## config.mk

```make
export PLATFORM = sky130hd
export DESIGN_NAME = vga_scan_controller_flat
export DESIGN_NICKNAME = d
export VERILOG_FILES = /design/src/rtl/vga_pkg.sv /design/src/rtl/vga_scan_controller_if.sv /design/src/rtl/vga_scan_controller_v_pixel_count.sv /design/src/rtl/vga_scan_controller.sv /design/src/flat_wrapper.sv
export SDC_FILE = /design/constraint.sdc
export NUM_CORES = 1
export LEC_CHECK = 0
export BUFFER_PORTS_ARGS = -buffer_cell sky130_fd_sc_hd__buf_2
export CORE_MARGIN = 4
export CORE_UTILIZATION = 55
export CTS_CLUSTER_DIAMETER = 200
export CTS_CLUSTER_SIZE = 30
export DETAILED_ROUTE_END_ITERATION = 6
export HOLD_SLACK_MARGIN = 0.02
export PLACE_DENSITY = 0.76
export SLEW_MARGIN = 20
export SYNTH_ARGS = -nofsm -noshare
export SYNTH_HDL_FRONTEND = slang
export SYNTH_SLANG_ARGS = --single-unit
```

## constraint.sdc

```tcl
create_clock -name clk -period 2.8 [get_ports clk]
set_input_delay 0.7 -clock clk [delete_from_list [all_inputs] [get_ports clk]]
set_output_delay 0.7 -clock clk [all_outputs]
set_load 0.03 [all_outputs]
```

## src/rtl/vga_pkg.sv

```systemverilog
// -----------------------------------------------------------------------------
// vga_pkg
// Shared constants and types for the 640x480@60 Hz scan controller.
// - VGA line/frame timing in 100 MHz clocks and lines (H_*, V_*)
// - 5x image scaling factors (COL_CLKS, ROW_LINES)
// - Counter and frame-buffer address widths
// - Vertical-phase FSM state encoding
// - in_window(): inclusive range test used for the sync windows
// -----------------------------------------------------------------------------
package vga_pkg;

    // Horizontal timing, in clocks (one pixel is 4 clocks at 100 MHz)
    localparam int H_TOTAL      = 3200;
    localparam int H_ACTIVE     = 2560;
    localparam int H_SYNC_START = 2624;
    localparam int H_SYNC_END   = 3007;

    // Vertical timing, in lines
    localparam int V_TOTAL      = 525;
    localparam int V_ACTIVE     = 480;
    localparam int V_SYNC_START = 490;
    localparam int V_SYNC_END   = 491;

    // 128x96 frame buffer scaled 5x in both directions
    localparam int COL_CLKS     = 20;
    localparam int ROW_LINES    = 5;
    localparam int HPIX_MAX     = 127;
    localparam int VPIX_MAX     = 95;

    // Widths
    localparam int HCNT_W = 12;
    localparam int LINE_W = 10;
    localparam int HSUB_W = 5;
    localparam int CNT_W  = 3;
    localparam int HPIX_W = 7;
    localparam int VPIX_W = 7;
    localparam int ADDR_W = 1 + VPIX_W + HPIX_W;

    typedef enum logic [1:0] {
        ST_V_ACTIVE = 2'd0,
        ST_V_FP     = 2'd1,
        ST_V_SYNC   = 2'd2,
        ST_V_BP     = 2'd3
    } vstate_e;

    function automatic logic in_window(input logic [HCNT_W-1:0] v,
                                       input logic [HCNT_W-1:0] lo,
                                       input logic [HCNT_W-1:0] hi);
        return (v >= lo) && (v <= hi);
    endfunction

endpackage

```

## src/rtl/vga_scan_controller_if.sv

```systemverilog
// -----------------------------------------------------------------------------
// vga_scan_controller_if
// Bundles the buffer-swap handshake and the scan outputs of the controller.
// - master: the scan controller (drives scan outputs, receives swap_req)
// - slave : renderer / frame-buffer / RGB stage (drives swap_req)
// Signals: swap_req, swap_ack, H_counter, count, Vpixel, Hpixel, vram_addr,
//          buf_sel, hsync, vsync, video_on, frame_start
// -----------------------------------------------------------------------------
interface vga_scan_controller_if;
    import vga_pkg::*;

    logic                swap_req;
    logic                swap_ack;
    logic [HCNT_W-1:0]   H_counter;
    logic [CNT_W-1:0]    count;
    logic [VPIX_W-1:0]   Vpixel;
    logic [HPIX_W-1:0]   Hpixel;
    logic [ADDR_W-1:0]   vram_addr;
    logic                buf_sel;
    logic                hsync;
    logic                vsync;
    logic                video_on;
    logic                frame_start;

    modport master (
        input  swap_req,
        output swap_ack, H_counter, count, Vpixel, Hpixel, vram_addr,
               buf_sel, hsync, vsync, video_on, frame_start
    );

    modport slave (
        output swap_req,
        input  swap_ack, H_counter, count, Vpixel, Hpixel, vram_addr,
               buf_sel, hsync, vsync, video_on, frame_start
    );

endinterface

```

## src/rtl/vga_scan_controller_v_pixel_count.sv

```systemverilog
// -----------------------------------------------------------------------------
// v_pixel_count
// Image-row tracking: count is the line-repeat index inside one image row,
// vpixel is the image row. Both advance only at the end of a visible line and
// are held at 0 while the display is in vertical blanking.
// Ports:
//   clk, reset  : system clock, asynchronous active-high reset
//   line_end_i  : high on the last clock of a line
//   active_i    : vertical FSM is in the visible phase
//   count_o     : line-repeat index, 0..ROW_LINES-1
//   vpixel_o    : image row, 0..95
// -----------------------------------------------------------------------------
module v_pixel_count
    import vga_pkg::*;
#(
    parameter int ROW_LINES = vga_pkg::ROW_LINES
) (
    input  logic              clk,
    input  logic              reset,
    input  logic              line_end_i,
    input  logic              active_i,
    output logic [CNT_W-1:0]  count_o,
    output logic [VPIX_W-1:0] vpixel_o
);

    localparam logic [CNT_W-1:0]  CNT_LAST  = CNT_W'(ROW_LINES - 1);
    localparam logic [VPIX_W-1:0] VPIX_LAST = VPIX_W'(VPIX_MAX);

    logic [CNT_W-1:0]  count_q, count_d;
    logic [VPIX_W-1:0] vpix_q, vpix_d;

    always_comb begin
        count_d = count_q;
        vpix_d  = vpix_q;
        if (!active_i) begin
            count_d = '0;
            vpix_d  = '0;
        end else if (line_end_i) begin
            if (count_q == CNT_LAST) begin
                count_d = '0;
                vpix_d  = (vpix_q == VPIX_LAST) ? '0 : vpix_q + 1'b1;
            end else begin
                count_d = count_q + 1'b1;
            end
        end
    end

    always_ff @(posedge clk or posedge reset) begin
        if (reset) begin
            count_q <= '0;
            vpix_q  <= '0;
        end else begin
            count_q <= count_d;
            vpix_q  <= vpix_d;
        end
    end

    assign count_o  = count_q;
    assign vpixel_o = vpix_q;

endmodule

```

## src/rtl/vga_scan_controller.sv

```systemverilog
// -----------------------------------------------------------------------------
// vga_scan_controller
// Scan sequencer for 640x480@60 Hz VGA from a 100 MHz clock. Runs the
// horizontal clock counter, line counter and vertical-phase FSM, generates
// registered hsync/vsync/video_on, scales the 128x96 frame buffer 5x and
// forms the frame-buffer read address, and performs double-buffer swaps
// requested by the renderer at the end of the visible frame.
// Ports:
//   clk     : 100 MHz system clock
//   reset   : asynchronous active-high reset
//   vga_if  : master side of vga_scan_controller_if (swap handshake in,
//             counters, address, syncs and frame_start out)
// Timing parameters default to the package values; they exist so a scaled
// raster can be run without changing the logic.
// -----------------------------------------------------------------------------
module vga_scan_controller
    import vga_pkg::*;
#(
    parameter int H_TOTAL      = vga_pkg::H_TOTAL,
    parameter int H_ACTIVE     = vga_pkg::H_ACTIVE,
    parameter int H_SYNC_START = vga_pkg::H_SYNC_START,
    parameter int H_SYNC_END   = vga_pkg::H_SYNC_END,
    parameter int V_TOTAL      = vga_pkg::V_TOTAL,
    parameter int V_ACTIVE     = vga_pkg::V_ACTIVE,
    parameter int V_SYNC_START = vga_pkg::V_SYNC_START,
    parameter int V_SYNC_END   = vga_pkg::V_SYNC_END,
    parameter int COL_CLKS     = vga_pkg::COL_CLKS,
    parameter int ROW_LINES    = vga_pkg::ROW_LINES
) (
    input  logic                  clk,
    input  logic                  reset,
    vga_scan_controller_if.master vga_if
);

    localparam logic [HCNT_W-1:0] H_LAST     = HCNT_W'(H_TOTAL - 1);
    localparam logic [HCNT_W-1:0] H_ACT_END  = HCNT_W'(H_ACTIVE);
    localparam logic [HCNT_W-1:0] HS_START   = HCNT_W'(H_SYNC_START);
    localparam logic [HCNT_W-1:0] HS_END     = HCNT_W'(H_SYNC_END);
    localparam logic [HCNT_W-1:0] VS_START   = HCNT_W'(V_SYNC_START);
    localparam logic [HCNT_W-1:0] VS_END     = HCNT_W'(V_SYNC_END);
    localparam logic [LINE_W-1:0] L_LAST     = LINE_W'(V_TOTAL - 1);
    localparam logic [LINE_W-1:0] L_ACT_LAST = LINE_W'(V_ACTIVE - 1);
    localparam logic [LINE_W-1:0] L_FP_LAST  = LINE_W'(V_SYNC_START - 1);
    localparam logic [LINE_W-1:0] L_SY_LAST  = LINE_W'(V_SYNC_END);
    localparam logic [HSUB_W-1:0] HSUB_LAST  = HSUB_W'(COL_CLKS - 1);
    localparam logic [HPIX_W-1:0] HPIX_LAST  = HPIX_W'(HPIX_MAX);

    logic [HCNT_W-1:0] h_q, h_d;
    logic [HSUB_W-1:0] hsub_q, hsub_d;
    logic [HPIX_W-1:0] hpix_q, hpix_d;
    logic [LINE_W-1:0] line_q;
    vstate_e           state_q;
    logic              buf_sel_q;
    logic              swap_ack_q;
    logic              hsync_q;
    logic              vsync_q;
    logic              video_on_q;

    logic              line_end;
    logic              v_active;
    logic              h_active;
    logic              frame_end;
    logic [CNT_W-1:0]  count_w;
    logic [VPIX_W-1:0] vpix_w;

    assign line_end  = (h_q == H_LAST);
    assign v_active  = (state_q == ST_V_ACTIVE);
    assign h_active  = (h_q < H_ACT_END);
    // Last clock of the last visible line: the only point where swaps happen
    assign frame_end = line_end && (line_q == L_ACT_LAST);

    // Horizontal counter and image-column counters. hsub/Hpixel are forced
    // to 0 outside the visible area so every visible line starts at column 0.
    always_comb begin
        h_d    = line_end ? '0 : h_q + 1'b1;
        hsub_d = '0;
        hpix_d = '0;
        if (v_active && h_active) begin
            if (hsub_q == HSUB_LAST) begin
                hsub_d = '0;
                hpix_d = (hpix_q == HPIX_LAST) ? '0 : hpix_q + 1'b1;
            end else begin
                hsub_d = hsub_q + 1'b1;
                hpix_d = hpix_q;
            end
        end
    end

    always_ff @(posedge clk or posedge reset) begin
        if (reset) begin
            h_q    <= '0;
            hsub_q <= '0;
            hpix_q <= '0;
        end else begin
            h_q    <= h_d;
            hsub_q <= hsub_d;
            hpix_q <= hpix_d;
        end
    end

    // Vertical FSM with line counter, registered syncs and swap arbitration.
    // Syncs and video_on are one clock behind the counters so they line up
    // with the frame-buffer data read at vram_addr.
    always_ff @(posedge clk or posedge reset) begin
        if (reset) begin
            state_q    <= ST_V_ACTIVE;
            line_q     <= '0;
            hsync_q    <= 1'b1;
            vsync_q    <= 1'b1;
            video_on_q <= 1'b0;
            buf_sel_q  <= 1'b0;
            swap_ack_q <= 1'b0;
        end else begin
            hsync_q    <= !in_window(h_q, HS_START, HS_END);
            vsync_q    <= !in_window({{(HCNT_W-LINE_W){1'b0}}, line_q}, VS_START, VS_END);
            video_on_q <= v_active && h_active;
            swap_ack_q <= frame_end && vga_if.swap_req;
            if (frame_end && vga_if.swap_req) begin
                buf_sel_q <= !buf_sel_q;
            end
            if (line_end) begin
                line_q <= (line_q == L_LAST) ? '0 : line_q + 1'b1;
                unique case (state_q)
                    ST_V_ACTIVE: if (line_q == L_ACT_LAST) state_q <= ST_V_FP;
                    ST_V_FP:     if (line_q == L_FP_LAST)  state_q <= ST_V_SYNC;
                    ST_V_SYNC:   if (line_q == L_SY_LAST)  state_q <= ST_V_BP;
                    ST_V_BP:     if (line_q == L_LAST)     state_q <= ST_V_ACTIVE;
                endcase
            end
        end
    end

    v_pixel_count #(
        .ROW_LINES (ROW_LINES)
    ) u_v_pixel_count (
        .clk        (clk),
        .reset      (reset),
        .line_end_i (line_end),
        .active_i   (v_active),
        .count_o    (count_w),
        .vpixel_o   (vpix_w)
    );

    assign vga_if.H_counter   = h_q;
    assign vga_if.Hpixel      = hpix_q;
    assign vga_if.Vpixel      = vpix_w;
    assign vga_if.count       = count_w;
    assign vga_if.buf_sel     = buf_sel_q;
    assign vga_if.vram_addr   = {buf_sel_q, vpix_w, hpix_q};
    assign vga_if.hsync       = hsync_q;
    assign vga_if.vsync       = vsync_q;
    assign vga_if.video_on    = video_on_q;
    assign vga_if.swap_ack    = swap_ack_q;
    // Combinational so it is already high on the first clock after reset
    // is released, while the counters sit at line 0 / clock 0.
    assign vga_if.frame_start = !reset && (h_q == '0) && (line_q == '0);

endmodule

```

## src/flat_wrapper.sv

```systemverilog
// flat-port wrapper written by rule: the top's interface ports become plain ports
module vga_scan_controller_flat import vga_pkg::*;
#(
    parameter int H_TOTAL      = vga_pkg::H_TOTAL,
    parameter int H_ACTIVE     = vga_pkg::H_ACTIVE,
    parameter int H_SYNC_START = vga_pkg::H_SYNC_START,
    parameter int H_SYNC_END   = vga_pkg::H_SYNC_END,
    parameter int V_TOTAL      = vga_pkg::V_TOTAL,
    parameter int V_ACTIVE     = vga_pkg::V_ACTIVE,
    parameter int V_SYNC_START = vga_pkg::V_SYNC_START,
    parameter int V_SYNC_END   = vga_pkg::V_SYNC_END,
    parameter int COL_CLKS     = vga_pkg::COL_CLKS,
    parameter int ROW_LINES    = vga_pkg::ROW_LINES
)
  (clk, reset, vga_if_swap_req, vga_if_swap_ack, vga_if_H_counter, vga_if_count, vga_if_Vpixel, vga_if_Hpixel, vga_if_vram_addr, vga_if_buf_sel, vga_if_hsync, vga_if_vsync, vga_if_video_on, vga_if_frame_start);
  vga_scan_controller_if vga_if_i ();
  input  logic clk;
  input  logic reset;
  input wire logic [$bits(vga_if_i.swap_req)-1:0] vga_if_swap_req;
  output wire logic [$bits(vga_if_i.swap_ack)-1:0] vga_if_swap_ack;
  output wire logic [$bits(vga_if_i.H_counter)-1:0] vga_if_H_counter;
  output wire logic [$bits(vga_if_i.count)-1:0] vga_if_count;
  output wire logic [$bits(vga_if_i.Vpixel)-1:0] vga_if_Vpixel;
  output wire logic [$bits(vga_if_i.Hpixel)-1:0] vga_if_Hpixel;
  output wire logic [$bits(vga_if_i.vram_addr)-1:0] vga_if_vram_addr;
  output wire logic [$bits(vga_if_i.buf_sel)-1:0] vga_if_buf_sel;
  output wire logic [$bits(vga_if_i.hsync)-1:0] vga_if_hsync;
  output wire logic [$bits(vga_if_i.vsync)-1:0] vga_if_vsync;
  output wire logic [$bits(vga_if_i.video_on)-1:0] vga_if_video_on;
  output wire logic [$bits(vga_if_i.frame_start)-1:0] vga_if_frame_start;
  assign vga_if_i.swap_req = vga_if_swap_req;
  assign vga_if_swap_ack = vga_if_i.swap_ack;
  assign vga_if_H_counter = vga_if_i.H_counter;
  assign vga_if_count = vga_if_i.count;
  assign vga_if_Vpixel = vga_if_i.Vpixel;
  assign vga_if_Hpixel = vga_if_i.Hpixel;
  assign vga_if_vram_addr = vga_if_i.vram_addr;
  assign vga_if_buf_sel = vga_if_i.buf_sel;
  assign vga_if_hsync = vga_if_i.hsync;
  assign vga_if_vsync = vga_if_i.vsync;
  assign vga_if_video_on = vga_if_i.video_on;
  assign vga_if_frame_start = vga_if_i.frame_start;
  vga_scan_controller #(.H_TOTAL(H_TOTAL), .H_ACTIVE(H_ACTIVE), .H_SYNC_START(H_SYNC_START), .H_SYNC_END(H_SYNC_END), .V_TOTAL(V_TOTAL), .V_ACTIVE(V_ACTIVE), .V_SYNC_START(V_SYNC_START), .V_SYNC_END(V_SYNC_END), .COL_CLKS(COL_CLKS), .ROW_LINES(ROW_LINES)) u_core (.clk(clk), .reset(reset), .vga_if(vga_if_i));
endmodule
```

== Word-level counts from Yosys, hierarchy flattened ==
Index checks and enable logic that the tools add are counted.

* Bits in registers: 51
* Input bits: 3
* Output and inout bits: 50
* Logic and storage cells: 77

* $add $sub $neg: 6
* $lt $le $gt $ge: 5
* Eq/ne operators: 19
* Multiplexer cells: 19
* Reduce and logical (&&, ||, !) cells: 16

{| class="wikitable"
|+ Operator list
! kind !! count
|-
| $mux 7 || 7
|-
| $eq 10x9->1 const B || 3
|-
| $add 7x1->7 const B || 2
|-
| $eq 7x7->1 const B || 2
|-
| $ne 2x1->1 const B || 7
|-
| $add 12x1->12 const B || 1
|-
| $eq 12x12->1 const B || 1
|-
| $ge 12x12->1 const B || 1
|-
| $le 12x12->1 const B || 1
|-
| $logic_not 12->1 || 1
|-
| $lt 12x12->1 const B || 1
|-
| $mux 12 || 1
|-
| $add 10x1->10 const B || 1
|-
| $eq 10x10->1 const B || 1
|-
| $ge 10x9->1 const B || 1
|-
| $le 10x9->1 const B || 1
|-
| $logic_not 10->1 || 1
|-
| $mux 10 || 1
|-
| $mux 5 || 2
|-
| $mux 3 || 3
|-
| $mux 2 || 4
|-
| $pmux 2 s4 || 1
|-
| $logic_and 1x1->1 || 7
|-
| $add 5x1->5 const B || 1
|-
| 9 further kinds || 13
|}

== Longest topological paths before layout ==
Gate-level depths: netlist of the first run.

* Depth in word-level cells: 5
* Gate-level depth with buffers: 7

== Cells and area by module ==
From an unflattened synthesis of the first run, not the netlist that was laid out.

* Cells, all modules: 287
* Area, all modules: 2826.5 um^2

{| class="wikitable"
|+ Modules (own cells, without submodules)
! module !! instances !! cells an instance !! area an instance (um^2)
|-
| vga_scan_controller || 1 || 233 || 2238.4
|-
| v_pixel_count || 1 || 54 || 588.1
|}

== Worst setup path after synthesis of the first run ==
No wires, ideal clock.

* Kind: reg2out
* From: register u_core.line_q[4]
* To: output port vga_if_frame_start
* Arrival time: 1976 ps
* Setup slack: 124 ps
* Stages on the path, launching flop included: 3
* Path buffers: 0
* Path through: dfrtp_1 -> or4_4 -> nor4_1

* Cells in the longest elaborated chain, start to end: 2

{| class="wikitable"
|+ RTL lines
! item !! RTL line !! text
|-
| start, declared || vga_scan_controller.sv:51 || <nowiki>logic [LINE_W-1:0] line_q;</nowiki>
|-
| start signal, assigned || vga_scan_controller.sv:122 || <nowiki>line_q <= (line_q == L_LAST) ? '0 : line_q + 1'b1;</nowiki>
|-
| $logic_not 10->1 || vga_scan_controller.sv:156 || <nowiki>assign vga_if.frame_start = !reset && (h_q == '0) && (line_q == '0);</nowiki>
|-
| $logic_and 1x1->1 || vga_scan_controller.sv:156 ||
|-
| end, declared || flat_wrapper.sv:30 || <nowiki>output wire logic [$bits(vga_if_i.frame_start)-1:0] vga_if_frame_start;</nowiki>
|}

No other way between the ends.

== Worst setup path in the final report of the first run ==
Ends and elaborated chain as after synthesis.

==> results.yml, run 1 <==
detailed_routing:
  ant_nets: 0
  vias: 2196
  wl_per_cell_um: 14.7
  drt_iter0_markers: 99
  routed_wl_um: 5870
  drcViolationCount: 0
  dr.pass1.iters: 4
  viasPerCell: 5.50
hold_path:
  hp-class: "in -> async"
power_and_ir_drop:
  fin_total_pwr_mw: 1.20
  p_switching_uw: 254
  p_leak_nw: 1.52
  ir_drop_mv: 0.290
  p_int_uw: 941
  power_frac_seq_pct: 61.7
  power_frac_comb_pct: 2.0
  power_density_mw_per_mm2: 383
  swShare_pct: 21.3
  power_frac_clock_pct: 36.3
finish:
  diodes: 0
  drive_gt1_share_pct: 21.4
  finalNetCount: 350
  area_delta_synth_final_pct: 11.3
  stdcell_area_mm2: 0.00312
  fin_util_pct: 64.8
worst_setup_path:
  slowest_delay_ns: 0.58
  arrival_ns: 1.84
  crit_chain: "or4_4, nor4_1, buf_2"
  cp_data_required_time_ns: 2.10
  path_class: "reg -> out"
  worst_setup_path_start_kind: "register"
  cp-end-kind: "output port"
  r2r_slack_ns: 0.61
  crit_fanout: 8
  cp_slowest_cell: "or4_4"
floorplanning:
  fp.coreArea_mm2: 0.00482
  die_area_mm2: 0.00631
  fp.dieW_um: 79.4
  rows: 25
  ios: 53
  start_util_pct: 58.2
  die_y_um: 79.4
timing:
  setup_viol: 0
  rsz0062_at_grt: "no"
  clock_skew_ns: 0.00976
  fin_tns_setup_ns: 0
  slew_headroom_pct: 61.7
  timing.final.max_slew_violations: 0
  fin_crit_sh_pct: 90.8
  tightest_slew_ns: 0.574
  timing.fmax_mhz: 393
  report.final.hold_viol_count: 0
  fin_crit_ns: 2.54
logic_synthesis:
  syn-num-nets: 310
  ys_seq_elements: 51
  synth_area_mm2: 0.00281
  synth_ff_type: "dfrtp_1"
  synth_edf_count: 0
  ys_types: 46
  synthCells: 291
  ys_warn_count: 0
  synthArstFlopShare_pct: 100
  synth_area_per_cell_um2: 9.64
  yosysSeqAreaShare_pct: 45.6
global_routing:
  first_global_vias: 2016
  grt_pass1_wl_um: 9790
  gr-usage-all-layers_pct: 19.8
  grt_max_degree: 27
  antenna_found_initial: 0
  grt-ovfl-total: 0
placement:
  dpl_cell_area_mm2: 0.00303
  gp_congestion: 0.843
  io_buffer_count: 52
  post-dp-hpwl_um: 4300
clock_tree:
  hold_buffers: 0
  clk_pin_slew_ns: 0.09
  root_buffer: "clkbuf_8"
  cts_made_buffers: 5
  max-clock-path-buffers: 2
  cts_tree: "yes"
  cts_resized: 0
  htree_num_levels: 2
  clock_latency_ns: 0.30
  postCtsSetupRepairBufs: 0
  clock_sinks: 51
flow_run:
  max-cap-violations: 0
outcome:
  outcome: "finished clean"
[routing by layer]
layer  wire [um]  share of wire (%)  vias up  global-route usage, %
met4          67                1.1        0                   7.22
met2        2800                 48       76                   31.1
met5           0                  0        -                      0
met3         304                5.2        8                   3.72
li1            -                  -     1076                      -
met1        2690                 46     1036                   27.2
[power by group through the flow]
stage	sequential (mW)	clock (mW)	combinational, mW
floorplan	0.753	0	0.0141
global placement	0.752	0	0.0247
detailed placement	0.752	0	0.0254
CTS	0.738	0.444	0.0254
global route	0.738	0.481	0.0282
finish	0.738	0.433	0.0242
[area by class of cell]
type | instances | area, um2
fillers | 433 | 1700
multi-input cells | 200 | 1320
flip-flops and latches | 51 | 1280
repair buffers | 55 | 283
clock buffers | 7 | 86.3
well taps | 67 | 83.8
inverters | 18 | 67.6
clock inverters | 1 | 5.00
[Yosys cell counts (2+ instances only)]
library cell  instances  area share [%]
xor2_1               13             4.1
and4_1                2            0.62
buf_4                15             4.0
xnor2_1              10             3.1
nor2b_1               4            0.89
o41ai_1               2            0.62
o21ai_0              17             3.0
clkbuf_1              5            0.67
mux2i_1               2            0.71
a21boi_0              2            0.54
and3_1                9             2.0
buf_2                 2            0.36
nand4_1              10             2.2
nand3_1              16             2.9
and2_1                5             1.1
o31ai_1               5             1.3
dfrtp_1              49              44
dfstp_2               2             1.9
ha_1                 16             7.1
a22oi_1               2            0.54
nand2_1              29             3.9
or4_1                 2            0.54
inv_1                18             2.4
nand2b_1              3            0.67
nor3_1                9             1.6
nor2_1               22             2.9
[flip-flops by register name, indices dropped and copies added (netlist names), 2 cells and up]
register,cells
u_core.line_q,10
u_core.state_q,2
u_core.u_v_pixel_count.count_o,3
u_core.u_v_pixel_count.vpixel_o,7
u_core.vga_if.H_counter,12
u_core.vga_if.Hpixel,7
u_core.hsub_q,5
[path summary, 6_finish.rpt]
check / depth (start not counted) / endpoint / from
hold reg to reg: 1 / u_core.hsub_q[0]$_DFF_PP0_ / u_core.hsub_q[0]$_DFF_PP0_
min in group clk: 1 / u_core.hsub_q[0]$_DFF_PP0_ / u_core.hsub_q[0]$_DFF_PP0_
max in group asynchronous: 3 / u_core.vga_if.vsync$_DFF_PP1_ / reset
setup reg to reg: 5 / u_core.u_v_pixel_count.vpixel_o[3]$_DFFE_PP0P_ / u_core.vga_if.H_counter[0]$_DFF_PP0_
setup / recovery: 3 / vga_if_frame_start / u_core.line_q[4]$_DFFE_PP0N_
hold / removal: 2 / u_core.vga_if.H_counter[1]$_DFF_PP0_ / reset
[placed cells by master (no fill, tap or decap), types with 2 or more instances in the layout]
cell type  netlist  layout
nor2b_1          4       4
and4_1           2       2
mux2i_1          2       2
o41ai_1          2       2
xor2_1          13      13
clkbuf_8         0       6
a22oi_1          2       2
dfrtp_1         49      49
nand2_1         29      29
nor2_1          22      22
and3_1           9       9
o31ai_1          5       5
xnor2_1         10      10
a21boi_0         2       2
nand4_1         10      10
nor3_1           9       9
or4_1            2       2
buf_4           15       3
and2_1           5       5
inv_1           18      17
o21ai_0         17      17
buf_2            2      52
nand3_1         16      16
dfstp_2          2       2
ha_1            16      16
nand2b_1         3       3
[critical path: cells and delay by family (launching register included)]
| kind | cells | cell delay (ns) |
|---|---|---|
| flip-flops | 1 | 0.46 |
| AND/OR/NAND/NOR | 2 | 0.85 |
| buffers and inverters | 1 | 0.24 |
[stage by stage]
stage | worst slack (ns) | cells | hold slack, ns
floorplan | 0.124 | 291 | 0.433
finish | 0.257 | 399 | 0.460
detailed placement | 0.545 | 391 | 0.455
global placement | 0.582 | 391 | 0.455
CTS | 0.259 | 399 | 0.468
global route | 0.0342 | 399 | 0.495
[cell families after synthesis]
| logic type | count (synthesis) | share of synthesized area (%) |
|---|---|---|
| multiplexers | 4 | 1.52 |
| adder cells (fa/ha/maj) | 16 | 7.14 |
| AO/OA/AOI/OAI | 36 | 8.47 |
| AND/OR/NAND/NOR | 121 | 22.7 |
| buffers and inverters | 40 | 7.45 |
| XOR/XNOR | 23 | 7.18 |
| flip-flops | 51 | 45.6 |
Note: power is estimated with default switching activity, not from simulation.
==> inputs of run 2 (changes only) <==
Clock period 2.8 ns to 2.4 ns, I/O delays scaled along.
==> results.yml, run 2 (synthesis gave the netlist of run 1 again) <==
clock_tree:
  htree_num_levels: 2
  clk_pin_slew_ns: 0.10
  clock_latency_ns: 0.31
  max-clock-path-buffers: 2
  hold_buffers: 0
  cts_made_buffers: 5
  clock_sinks: 51
  cts_tree: "yes"
  root_buffer: "clkbuf_8"
finish:
  mostFrequentLayoutCells: "buf_2 (51), dfrtp_1 (46), nand2_1 (29)"
  finalNetCount: 359
  diodes: 0
  area_delta_synth_final_pct: 15.8
  fillCellCount: 416
  final_common_cell: "buf_2"
  drive_gt1_share_pct: 25.5
  largest_reg_flops: 12
worst_setup_path:
  path_class: "reg -> out"
  arrival_ns: 1.78
  cp-end-kind: "output port"
  crit_fanout: 2
  worst_setup_path_start_kind: "register"
  cp_data_required_time_ns: 1.80
power_and_ir_drop:
  ir_drop_mv: 0.253
  p_leak_nw: 1.57
  power_frac_seq_pct: 57.1
  fin_total_pwr_mw: 1.51
  power_frac_clock_pct: 41.2
  p_switching_uw: 329
  power_density_mw_per_mm2: 464
  p_int_mw: 1.18
  swShare_pct: 21.8
  power_frac_comb_pct: 1.7
detailed_routing:
  vias: 2274
  drcViolationCount: 0
  drt_iter0_markers: 90
  viasPerCell: 5.57
  routed_wl_um: 5980
  wl_per_cell_um: 14.6
  ant_nets: 0
  dr.pass1.iters: 4
floorplanning:
  fp.dieW_um: 79.4
  ios: 53
  rows: 25
  die_y_um: 79.4
  die_area_mm2: 0.00631
  fp.coreArea_mm2: 0.00482
  start_util_pct: 58.2
timing:
  fin_crit_sh_pct: 99.1
  setup_viol: 0
  fin_crit_ns: 2.38
  fin_hold_ws_ns: 0.465
  slew_headroom_pct: 57.0
  clock_skew_ns: 0.0117
  fin_tns_setup_ns: 0
  report.final.hold_viol_count: 0
  timing.final.max_slew_violations: 0
  tightest_slew_ns: 0.644
  finalWorstSetupSlack_ns: 0.0227
  timing.fmax_mhz: 421
outcome:
  outcome: "finished clean"
placement:
  post-dp-hpwl_um: 4150
  place_ws_ns: 0.310
  io_buffer_count: 52
  gp_congestion: 0.870
flow_run:
  max-cap-violations: 0
global_routing:
  first_global_vias: 2212
  grt-ovfl-total: 0
  grt_pass1_wl_um: 9920
  gr-usage-all-layers_pct: 19.7
  grt_max_degree: 52
  antenna_found_initial: 0
hold_path:
  hp-class: "in -> async"
run 2: changes by cell type in the layout (fill, tap and decap cells not counted), sizes merged:
cell	previous run	this run
buf	55	64
clkinv	1	0
bufinv	0	1
clkinvlp	0	1
clkbuf	7	5
inv	18	19
run 2: layout make-up:
cell class | instances | area [um2] | area share, %
Clock buffer | 5 | 68.8 | 2.12
Inverter | 18 | 67.6 | 2.08
Tap cell | 67 | 83.8 | 2.58
Multi-Input combinational cell | 200 | 1340 | 41.4
Timing Repair Buffer | 64 | 357 | 11.0
Clock inverter | 3 | 46.3 | 1.42
Sequential cell | 51 | 1280 | 39.5
run 2: what timing repair did:
action,in CTS,in global routing
pin swaps,0,1
setup buffers,3,5
resized for setup,1,7
setup endpoints to repair,1,1
run 2: per-stage QoR:
| step | utilization [%] | std cells | area, um2 |
|---|---|---|---|
| after floorplan | - | 291 | 2810 |
| after global placement | 63.2 | 392 | 3040 |
| after detailed placement | 63.2 | 392 | 3040 |
| after CTS | 66.1 | 403 | 3180 |
| after global routing | 67.5 | 408 | 3250 |
| final | 67.5 | 408 | 3250 |
run 2: final timing paths:
path	start	end	slack, ns	cells past startpoint
max	u_core.line_q[4]$_DFFE_PP0N_	vga_if_frame_start	0.02	3
min	reset	u_core.line_q[4]$_DFFE_PP0N_	0.46	3
max reg2reg	u_core.vga_if.H_counter[0]$_DFF_PP0_	u_core.u_v_pixel_count.vpixel_o[5]$_DFFE_PP0P_	0.34	6
min reg2reg	u_core.hsub_q[0]$_DFF_PP0_	u_core.hsub_q[0]$_DFF_PP0_	0.47	1
max in group asynchronous	reset	u_core.line_q[6]$_DFFE_PP0N_	1.48	3
min in group clk	u_core.hsub_q[0]$_DFF_PP0_	u_core.hsub_q[0]$_DFF_PP0_	0.47	1
run 2: metal layers:
| layer | part of all wire (%) | GRT usage [%] |
|---|---|---|
| met5 | 0 | 0 |
| met3 | 4.5 | 3.95 |
| met4 | 1.4 | 5.67 |
| met2 | 50 | 33.9 |
| met1 | 44 | 25.1 |
run 2: power by group through the flow:
stage	logic [mW]	clock network [mW]	registers, mW
6_report	0.0260	0.621	0.860
4_1_cts	0.0275	0.637	0.860
3_5_place_dp	0.0274	0	0.877
5_1_grt	0.0303	0.677	0.861
3_3_place_gp	0.0272	0	0.877
2_1_floorplan	0.0164	0	0.879
run 2: critical path: stages, from the launching register on:
cell and delay, ns:
dfrtp_1 0.41, or4_4 0.59, nor4_4 0.31, buf_6 0.17
